### config.mk
export PLATFORM = sky130hd
export DESIGN_NAME = cipher_job_ctrl
export DESIGN_NICKNAME = d
export VERILOG_FILES = /design/src/rtl/cipher_job_ctrl.sv
export SDC_FILE = /design/constraint.sdc
export NUM_CORES = 1
export LEC_CHECK = 0
export BUFFER_PORTS_ARGS = -buffer_cell sky130_fd_sc_hd__buf_4
export CORE_MARGIN = 8
export CORE_UTILIZATION = 40
export DETAILED_ROUTE_END_ITERATION = 7
export SLEW_MARGIN = 20
export SYNTH_ARGS = -nofsm -noshare
export SYNTH_HDL_FRONTEND = slang
export SYNTH_SLANG_ARGS = --single-unit
### constraint.sdc
create_clock -name CLK -period 2.5 [get_ports CLK]
set_input_delay 0.5 -clock CLK [delete_from_list [all_inputs] [get_ports CLK]]
set_output_delay 0.5 -clock CLK [all_outputs]
set_load 0.02 [all_outputs]
### src/rtl/cipher_job_ctrl.sv
// cipher_job_ctrl: per-channel start/finish/timeout sequencing
// between PS request toggles and the cipher cores.
module cipher_job_ctrl #(
   parameter int NUM_CH  = 2,
   parameter int TIMEOUT = 1000,
   parameter int TO_W    = 16,
   parameter int CNT_W   = 32
) (
   input  logic                CLK,
   input  logic                RST,
   input  logic [NUM_CH-1:0]   req_tgl,
   input  logic [4*NUM_CH-1:0] cfg_in,
   input  logic [NUM_CH-1:0]   finish,
   input  logic [NUM_CH-1:0]   err_clr,
   output logic [NUM_CH-1:0]   start,
   output logic [4*NUM_CH-1:0] cfg_out,
   output logic [NUM_CH-1:0]   ack_tgl,
   output logic [NUM_CH-1:0]   busy,
   output logic [NUM_CH-1:0]   abort,
   output logic [NUM_CH-1:0]   timeout_err,
   output logic [CNT_W-1:0]    done_cnt,
   output logic                ready_led,
   output logic                err_led
);

   typedef enum logic [1:0] {
      IDLE  = 2'd0,
      START = 2'd1,
      BUSY  = 2'd2
   } state_t;

   localparam logic [TO_W-1:0] TO_LAST =
      TO_W'(TIMEOUT == 0 ? 0 : TIMEOUT - 1);

   state_t            state     [NUM_CH];
   state_t            state_nxt [NUM_CH];
   logic [TO_W-1:0]   timer     [NUM_CH];
   logic [NUM_CH-1:0] req_lat;
   logic [NUM_CH-1:0] go;
   logic [NUM_CH-1:0] fin_ok;
   logic [NUM_CH-1:0] tmo;
   logic [CNT_W-1:0]  fin_cnt;

   always_ff @(posedge CLK) begin
      for (int i = 0; i < NUM_CH; i++) begin
         if (RST) state[i] <= IDLE;
         else     state[i] <= state_nxt[i];
      end
   end

   always_comb begin
      go      = '0;
      fin_ok  = '0;
      tmo     = '0;
      fin_cnt = '0;
      for (int i = 0; i < NUM_CH; i++) begin
         state_nxt[i] = state[i];
         unique case (state[i])
            IDLE: begin
               if (req_tgl[i] != ack_tgl[i] && !timeout_err[i]) begin
                  go[i]        = 1'b1;
                  state_nxt[i] = START;
               end
            end
            START: state_nxt[i] = BUSY;
            BUSY: begin
               // finish takes priority over an expiring timer
               if (finish[i]) begin
                  fin_ok[i]    = 1'b1;
                  state_nxt[i] = IDLE;
               end else if (TIMEOUT != 0 && timer[i] == TO_LAST) begin
                  tmo[i]       = 1'b1;
                  state_nxt[i] = IDLE;
               end
            end
            default: state_nxt[i] = IDLE;
         endcase
         fin_cnt = fin_cnt + CNT_W'(fin_ok[i]);
      end
   end

   always_ff @(posedge CLK) begin
      if (RST) begin
         start       <= '0;
         busy        <= '0;
         abort       <= '0;
         ack_tgl     <= '0;
         timeout_err <= '0;
         cfg_out     <= '0;
         req_lat     <= '0;
         done_cnt    <= '0;
         for (int i = 0; i < NUM_CH; i++) timer[i] <= '0;
      end else begin
         start       <= go;
         abort       <= tmo;
         timeout_err <= (timeout_err & ~err_clr) | tmo;
         done_cnt    <= done_cnt + fin_cnt;
         for (int i = 0; i < NUM_CH; i++) begin
            busy[i] <= (state_nxt[i] != IDLE);
            if (go[i]) begin
               cfg_out[4*i +: 4] <= cfg_in[4*i +: 4];
               req_lat[i]        <= req_tgl[i];
            end
            if (fin_ok[i] || tmo[i]) ack_tgl[i] <= req_lat[i];
            if (state[i] == START)     timer[i] <= '0;
            else if (state[i] == BUSY) timer[i] <= timer[i] + TO_W'(1);
         end
      end
   end

   assign ready_led = !RST && (busy == '0);
   assign err_led   = |timeout_err;

endmodule

==> results of run 1 <==
==> power breakdown <==
group          total, mW  switching, mW  internal [mW]
clock              0.916          0.544          0.372
sequential          1.62         0.0624           1.56
combinational      0.246          0.140          0.106
==> area by class of cell <==
type / instances / area [um^2]
clock inverters: 7 / 52.6
repair buffers: 75 / 567
clock buffers: 9 / 124
inverters: 13 / 48.8
flip-flops and latches: 88 / 2080
fillers: 991 / 5160
multi-input cells: 321 / 1980
well taps: 136 / 170
==> flip-flops by register name, indices dropped and copies added (netlist names) <==
signal and cells:
done_cnt 32, timer 32, cfg_out 8, state 4
abort 2, ack_tgl 2, busy 2, req_lat 2
start 2, timeout_err 2
==> logic make-up (layout without fill, tap and decap cells) <==
logic type      after synthesis  after routing  synth area share
flops                        88             88             0.502
fa+ha+maj                     4              4            0.0139
simple gates                215            215             0.273
buf+inv                      30            104            0.0280
compound gates               51             51            0.0682
xor+xnor                     34             34            0.0718
mux                          17             17            0.0434
==> per-layer routing <==
metal  up-vias  share of wire  GRT usage
li1       1709              -          -
met2        70           0.45      0.199
met1      1628           0.48      0.181
met5         -              0          0
met3        11          0.056     0.0365
met4         0          0.014     0.0528
==> synthesized netlist by cell type (2+ instances only) <==
cell / n
a21oi_1: 25
xnor2_1: 18
or4_1: 7
clkbuf_1: 11
nand2b_1: 8
buf_1: 3
ha_1: 3
o31ai_1: 6
buf_2: 3
nand4_1: 13
nor2_1: 64
edfxtp_1: 32
xor2_1: 16
nor2b_1: 10
mux2_2: 8
nor3_1: 16
and4_1: 5
nand2_1: 23
nand3_1: 22
nand3b_1: 2
dfxtp_1: 56
or2_2: 2
nor4b_1: 2
and3_1: 5
and2_1: 2
inv_1: 13
or3_1: 16
mux2i_1: 9
nor4_1: 11
o21ai_0: 16
==> final timing paths <==
kind | slack, ns | to | depth (start not counted)
setup / recovery | 0.17 | done_cnt[28]$_SDFF_PP0_ | 9
hold / removal | 0.34 | timeout_err[0]$_SDFF_PP0_ | 2
setup reg to reg | 0.17 | done_cnt[28]$_SDFF_PP0_ | 9
hold reg to reg | 0.48 | req_lat[0]$_SDFFE_PP0P_ | 2
==> metrics.txt, run 1 <==
status complete, no violations; vias in the first global route between 3000 and 4000; Period minus WS final between 2 and 2.5 ns; Netlist cell types 42; Worst Tran Pin Value 0.700 ns; per-cell routed wire length approximately 14 um; CP cell instances nor2b_2 > nand2_1 > inv_1 > fa_2 > ha_1 > and3_4 > nand4_4 > nor4_1 > mux2_2; Critical Path Start state[1][1]$_SDFF_PP0_; Max-Slew Margin vs Limit 0.533; buffers and inverters on the worst path 1; Area growth, synth to finish 21.0%; Most used DFF post-synth dfxtp_1; post-CTS setup buffer count 0; H-tree depth 3; register area share after synthesis 0.502; worst vdd ir ~330 uV; worst r2r src state[1][1]$_SDFF_PP0_; Die ar. approximately 0.014 mm^2; Hold Crit Start err_clr[0]; post-synth top area share 0.270; Synth async-reset ratio 0; Post-CTS Hold Fix Bufs 0; commonest non-fill, non-tap cell in the layout buf_4; leading area contributor after synthesis dfxtp_1; clock root buffer clkbuf_8; FMAX roughly 430 MHz; clk buf depth 2; Fin. Hold Viols 0; CP peak stage delay between 0.3 and 0.4 ns; dpl hpwl 6640 um; Final Util 0.493; Synth Register Bits 88; Crit-path slowest cell dfxtp_2; setup tns final 0 ns; dpl cells about 630; Synth warnings 0; post-CTS sizing 1; Vias between 3000 and 4000; TritonCTS clock tree done; Area after DPL around 0.0048 mm^2; Ant. Diodes 0; instance count of the mapped netlist approximately 440; total power between 2 and 3 mW; first-pass GRT wire length approximately 16000 um; TritonRoute pass-1 iters 4; I/O Buffers 67; Post-synth EDFFs 32; Pleak roughly 1.9 nW; Hold WS around 0.34 ns; CTS buffer count 9; Final ANT Viol Nets 0; CTS Sinks slightly below 90; Required @ worst endpoint 2.75 ns; num rows 37; setup ws final 0.166 ns; Tcrit/Tclk final 0.934; DRC 0; final WL around 9300 um; synth top area cells dfxtp_1, edfxtp_1, nor2_1, xnor2_1, xor2_1; clock skew approximately 0.014 ns; Finish-stage setup viols 0; Synth Net Count approximately 460; Core Area ~0.01 mm^2; non-filler instance count after layout between 600 and 700; Total Nets Final roughly 530; Die H about 120 um; Clock Latency Late Sink 0.36 ns; initial antenna violation count 0; Worst path top cell family by delay simple AND/OR/NAND/NOR gates; starting density of the core 0.407; grt total ovfl 0; critical path peak fanout 8; post-synthesis area per instance 9.45 um^2; Max Cap Viol 0; Worst Path Class, Setup reg -> reg; Vias/cell approximately 5.3; Design Area, Final ~0.005 mm^2; initial drt markers between 100 and 150; startpoint types flip-flop; Post-Syn Area a little over 0.004 mm^2; largest net degree at the start of global routing 35; crit path DAT 2.59 ns; layout cell share with drive strength beyond 1 0.214; Die X around 120 um; Worst Hold Class in -> reg; PD cells 554 mW/mm^2; most frequent cells in the layout buf_4, nor2_1, dfxtp_1; GPL Wtd Cong around 0.79; CP Capture Type flip-flop; Ports a little under 70; clock slew at reported path FFs 0.10 ns; GRT Util Overall 0.134; Setup WS pre-CTS -0.0294 ns; final slew viol count 0
No activity file was read; power rests on OpenSTA's default activity.
==> run 2: changes to the inputs <==
--- a/config.mk
+++ b/config.mk
@@ -5,6 +5,7 @@
 export SDC_FILE = /design/constraint.sdc
 export NUM_CORES = 1
 export LEC_CHECK = 0
+export ABC_AREA = 1
 export BUFFER_PORTS_ARGS = -buffer_cell sky130_fd_sc_hd__buf_4
 export CORE_MARGIN = 8
 export CORE_UTILIZATION = 40
==> run 2 against run 1 <==
Effect of this change: setup slack improved by 0.21 ns; fmax increased by 9.9%; die area increased by 6.9%; global-route usage increased by 2.5 points; clock skew about the same; via count increased by 21%; wire length increased by 24%; register-to-register slack improved by 0.21 ns; highest routed layer unchanged.
==> metrics.txt, run 2 <==
leading area contributor after synthesis dfxtp_1; Worst Path Class, Setup reg -> reg; starting density of the core 0.412 (+0.00414); Die X 122 um (+3.4%); Total Nets Final 704 (+33%); FMAX 471 MHz (+9.9%); post-synthesis area per instance 7.33 um^2 (-22%); I/O Buffers 67 (unchanged); Required @ worst endpoint 2.76 ns (about the same); Worst Tran Pin Value 0.532 ns (-0.169 ns); Fin. Hold Viols 0 (unchanged); GPL Wtd Cong 0.878 (+11%); Critical Path Start state[1][1]$_SDFF_PP0_; clock skew 0.0135 ns (-0.0000873 ns); Max Cap Viol 0 (unchanged); Hold Crit Start err_clr[1]; Synth Net Count 631 (+37%); Finish-stage setup viols 0 (unchanged); Synth Register Bits 88 (unchanged); Tcrit/Tclk final 0.850 (-0.0840); Die H 122 um (+3.4%); Die ar. 0.0148 mm^2 (+6.9%); post-CTS setup buffer count 0 (unchanged); per-cell routed wire length 13.9 um (-3.3%); TritonCTS clock tree done; RSZ-0062 raised after global routing no; Final Util 0.490 (-0.00345); commonest non-fill, non-tap cell in the layout nand2_1; Post-synth EDFFs 32 (unchanged); PD cells 539 mW/mm^2 (-2.6%); TritonRoute pass-1 iters 5 (+1); largest net degree at the start of global routing 34 (-2.9%); CP Capture Type flip-flop; first-pass GRT wire length 19300 um (+23%); post-CTS sizing 0 (-1); Synth async-reset ratio 0 (unchanged); post-synth top area share 0.250 (-0.0200); Vias/cell 4.98 (-5.4%); worst vdd ir 250 uV (-23%); clock slew at reported path FFs 0.09 ns (about the same); crit path DAT 2.38 ns (-0.21 ns); final slew viol count 0 (unchanged); most frequent cells in the layout nand2_1, nor2_1, buf_4; startpoint types flip-flop; commonest cells in the netlist nand2_1, nor2_1, inv_1; critical path peak fanout 6 (-2); initial drt markers 358 (+170%); synth top area cells dfxtp_1, edfxtp_1, nand2_1, nor2_1, a21oi_1; main combinational cell family by area after synthesis simple AND/OR/NAND/NOR gates; Synth Area in XOR/XNOR 0.0117 (-0.0600); worst r2r src state[1][1]$_SDFF_PP0_; Ant. Diodes 0 (unchanged); Post-Synth Simple-Gate Area 0.354 (+0.0809); Core Area 0.0109 mm^2 (+6.9%); CTS Sinks 88 (unchanged); Vias 4130 (+21%); Worst Hold Class in -> reg; register area share after synthesis 0.465 (-0.0371); layout cell share with drive strength beyond 1 0.148 (-0.0664); most common cell in the netlist nand2_1; initial antenna violation count 0 (unchanged); CTS buffer count 9 (unchanged); final WL 11500 um (+24%); H-tree depth 3 (unchanged); leading registers by flop count done_cnt: 32 flops, timer: 32 flops, cfg_out: 8 flops; met3 usage 0.0338 (-0.00267); Area growth, synth to finish 19.0%; Max-Slew Margin vs Limit 0.645 (+0.112); status complete, no violations; num rows 38 (+2.7%); Synth warnings 0 (unchanged); Clock Latency Late Sink 0.36 ns (about the same); Netlist cell types 29 (-31%); Post-CTS Hold Fix Bufs 0 (unchanged); grt total ovfl 0 (unchanged); Final ANT Viol Nets 0 (unchanged); Period minus WS final 2.12 ns (-0.210 ns); synthesized-area fraction occupied by adder cells 0.0128 (-0.00103); R2R depth 13 (+4); clk buf depth 2 (unchanged); instance count of the mapped netlist 611 (+39%); clock root buffer clkbuf_8; setup tns final 0 ns (unchanged); Worst Hold Depth 2 (unchanged); Pleak 2.04 nW (+9.5%); Ports 68 (unchanged); Post-Syn Area 0.00448 mm^2 (+8.0%); vias in the first global route 3972 (+23%); mux cell area share after synthesis 0 (-0.0434); most used routing layer met2; post-synthesis compound-gate area fraction 0.0972 (+0.0290); dpl hpwl 8730 um (+32%); met1 Track Usage GR 0.214 (+0.0321); Most used DFF post-synth dfxtp_1; met2 Use GR 0.245 (+0.0460); DRC 0 (unchanged); GRT Util Overall 0.159 (+0.0250)
==> run 2: changes by cell type after synthesis, moves of 11 or more <==
cell      before  now
xnor2_1       18    2
xor2_1        16    4
nor4_1        11    0
nor2_1        64  120
nand3b_1       2   14
nand2_1       23  154
inv_1         13   61
nand3_1       22   35
a21oi_1       25   55
or3_1         16    0
==> run 2: cells by family (layout without fill, tap and decap cells) <==
logic type	count (synthesis)	in the layout
compound gates	83	83
xor+xnor	6	6
fa+ha+maj	4	4
buf+inv	70	148
flops	88	88
simple gates	360	360
==> run 2: cell type report <==
cell class	instances	area, um^2
multi-input combinational	453	2130
clock inverter	4	27.5
inverter	62	233
clock buffer	12	156
sequential	88	2080
tap	140	175
timing repair buffer	70	526
fill	1048	5560
==> run 2: layer usage <==
| layer | routed length, um | vias up |
|---|---|---|
| met5 | 0 | - |
| met4 | 191 | 0 |
| met3 | 547 | 14 |
| met2 | 5250 | 81 |
| met1 | 5510 | 1891 |
| li1 | - | 2144 |
==> run 2: metrics by stage <==
stage / instances / area [um^2] / worst slack (ns) / hold slack (ns) / power, mW
final: 829 / 5330 / 0.376 / 0.348 / 2.87
after global placement: 813 / 5150 / 0.374 / 0.452 / 1.95
after global routing: 829 / 5330 / 0.122 / 0.334 / 3.01
after floorplan: 611 / 4480 / 0.605 / 0.441 / 1.84
after CTS: 829 / 5330 / 0.378 / 0.336 / 2.91
after detailed placement: 813 / 5150 / 0.333 / 0.458 / 1.96
==> run 2: worst max-delay path, stage by stage (launching register included) <==
cell,delay [ns]
dfxtp_1,0.38
nand2_1,0.12
inv_1,0.07
nand2_1,0.08
inv_1,0.10
fa_1,0.22
ha_1,0.24
nand3_1,0.19
nor2_4,0.19
nand3_1,0.10
nor2_1,0.13
nand2_1,0.07
nand2_1,0.06
nor2_1,0.05
==> run 2: worst paths after layout <==
kind                               endpoint  slack, ns
setup / recovery    done_cnt[22]$_SDFF_PP0_       0.38
hold / removal    timeout_err[1]$_SDFF_PP0_       0.35
setup reg to reg    done_cnt[22]$_SDFF_PP0_       0.38
hold reg to reg     req_lat[0]$_SDFFE_PP0P_       0.47
==> run 2: power by group <==
group	internal [mW]	switching, mW
clock	0.424	0.525
sequential	1.57	0.0624
combinational	0.106	0.189
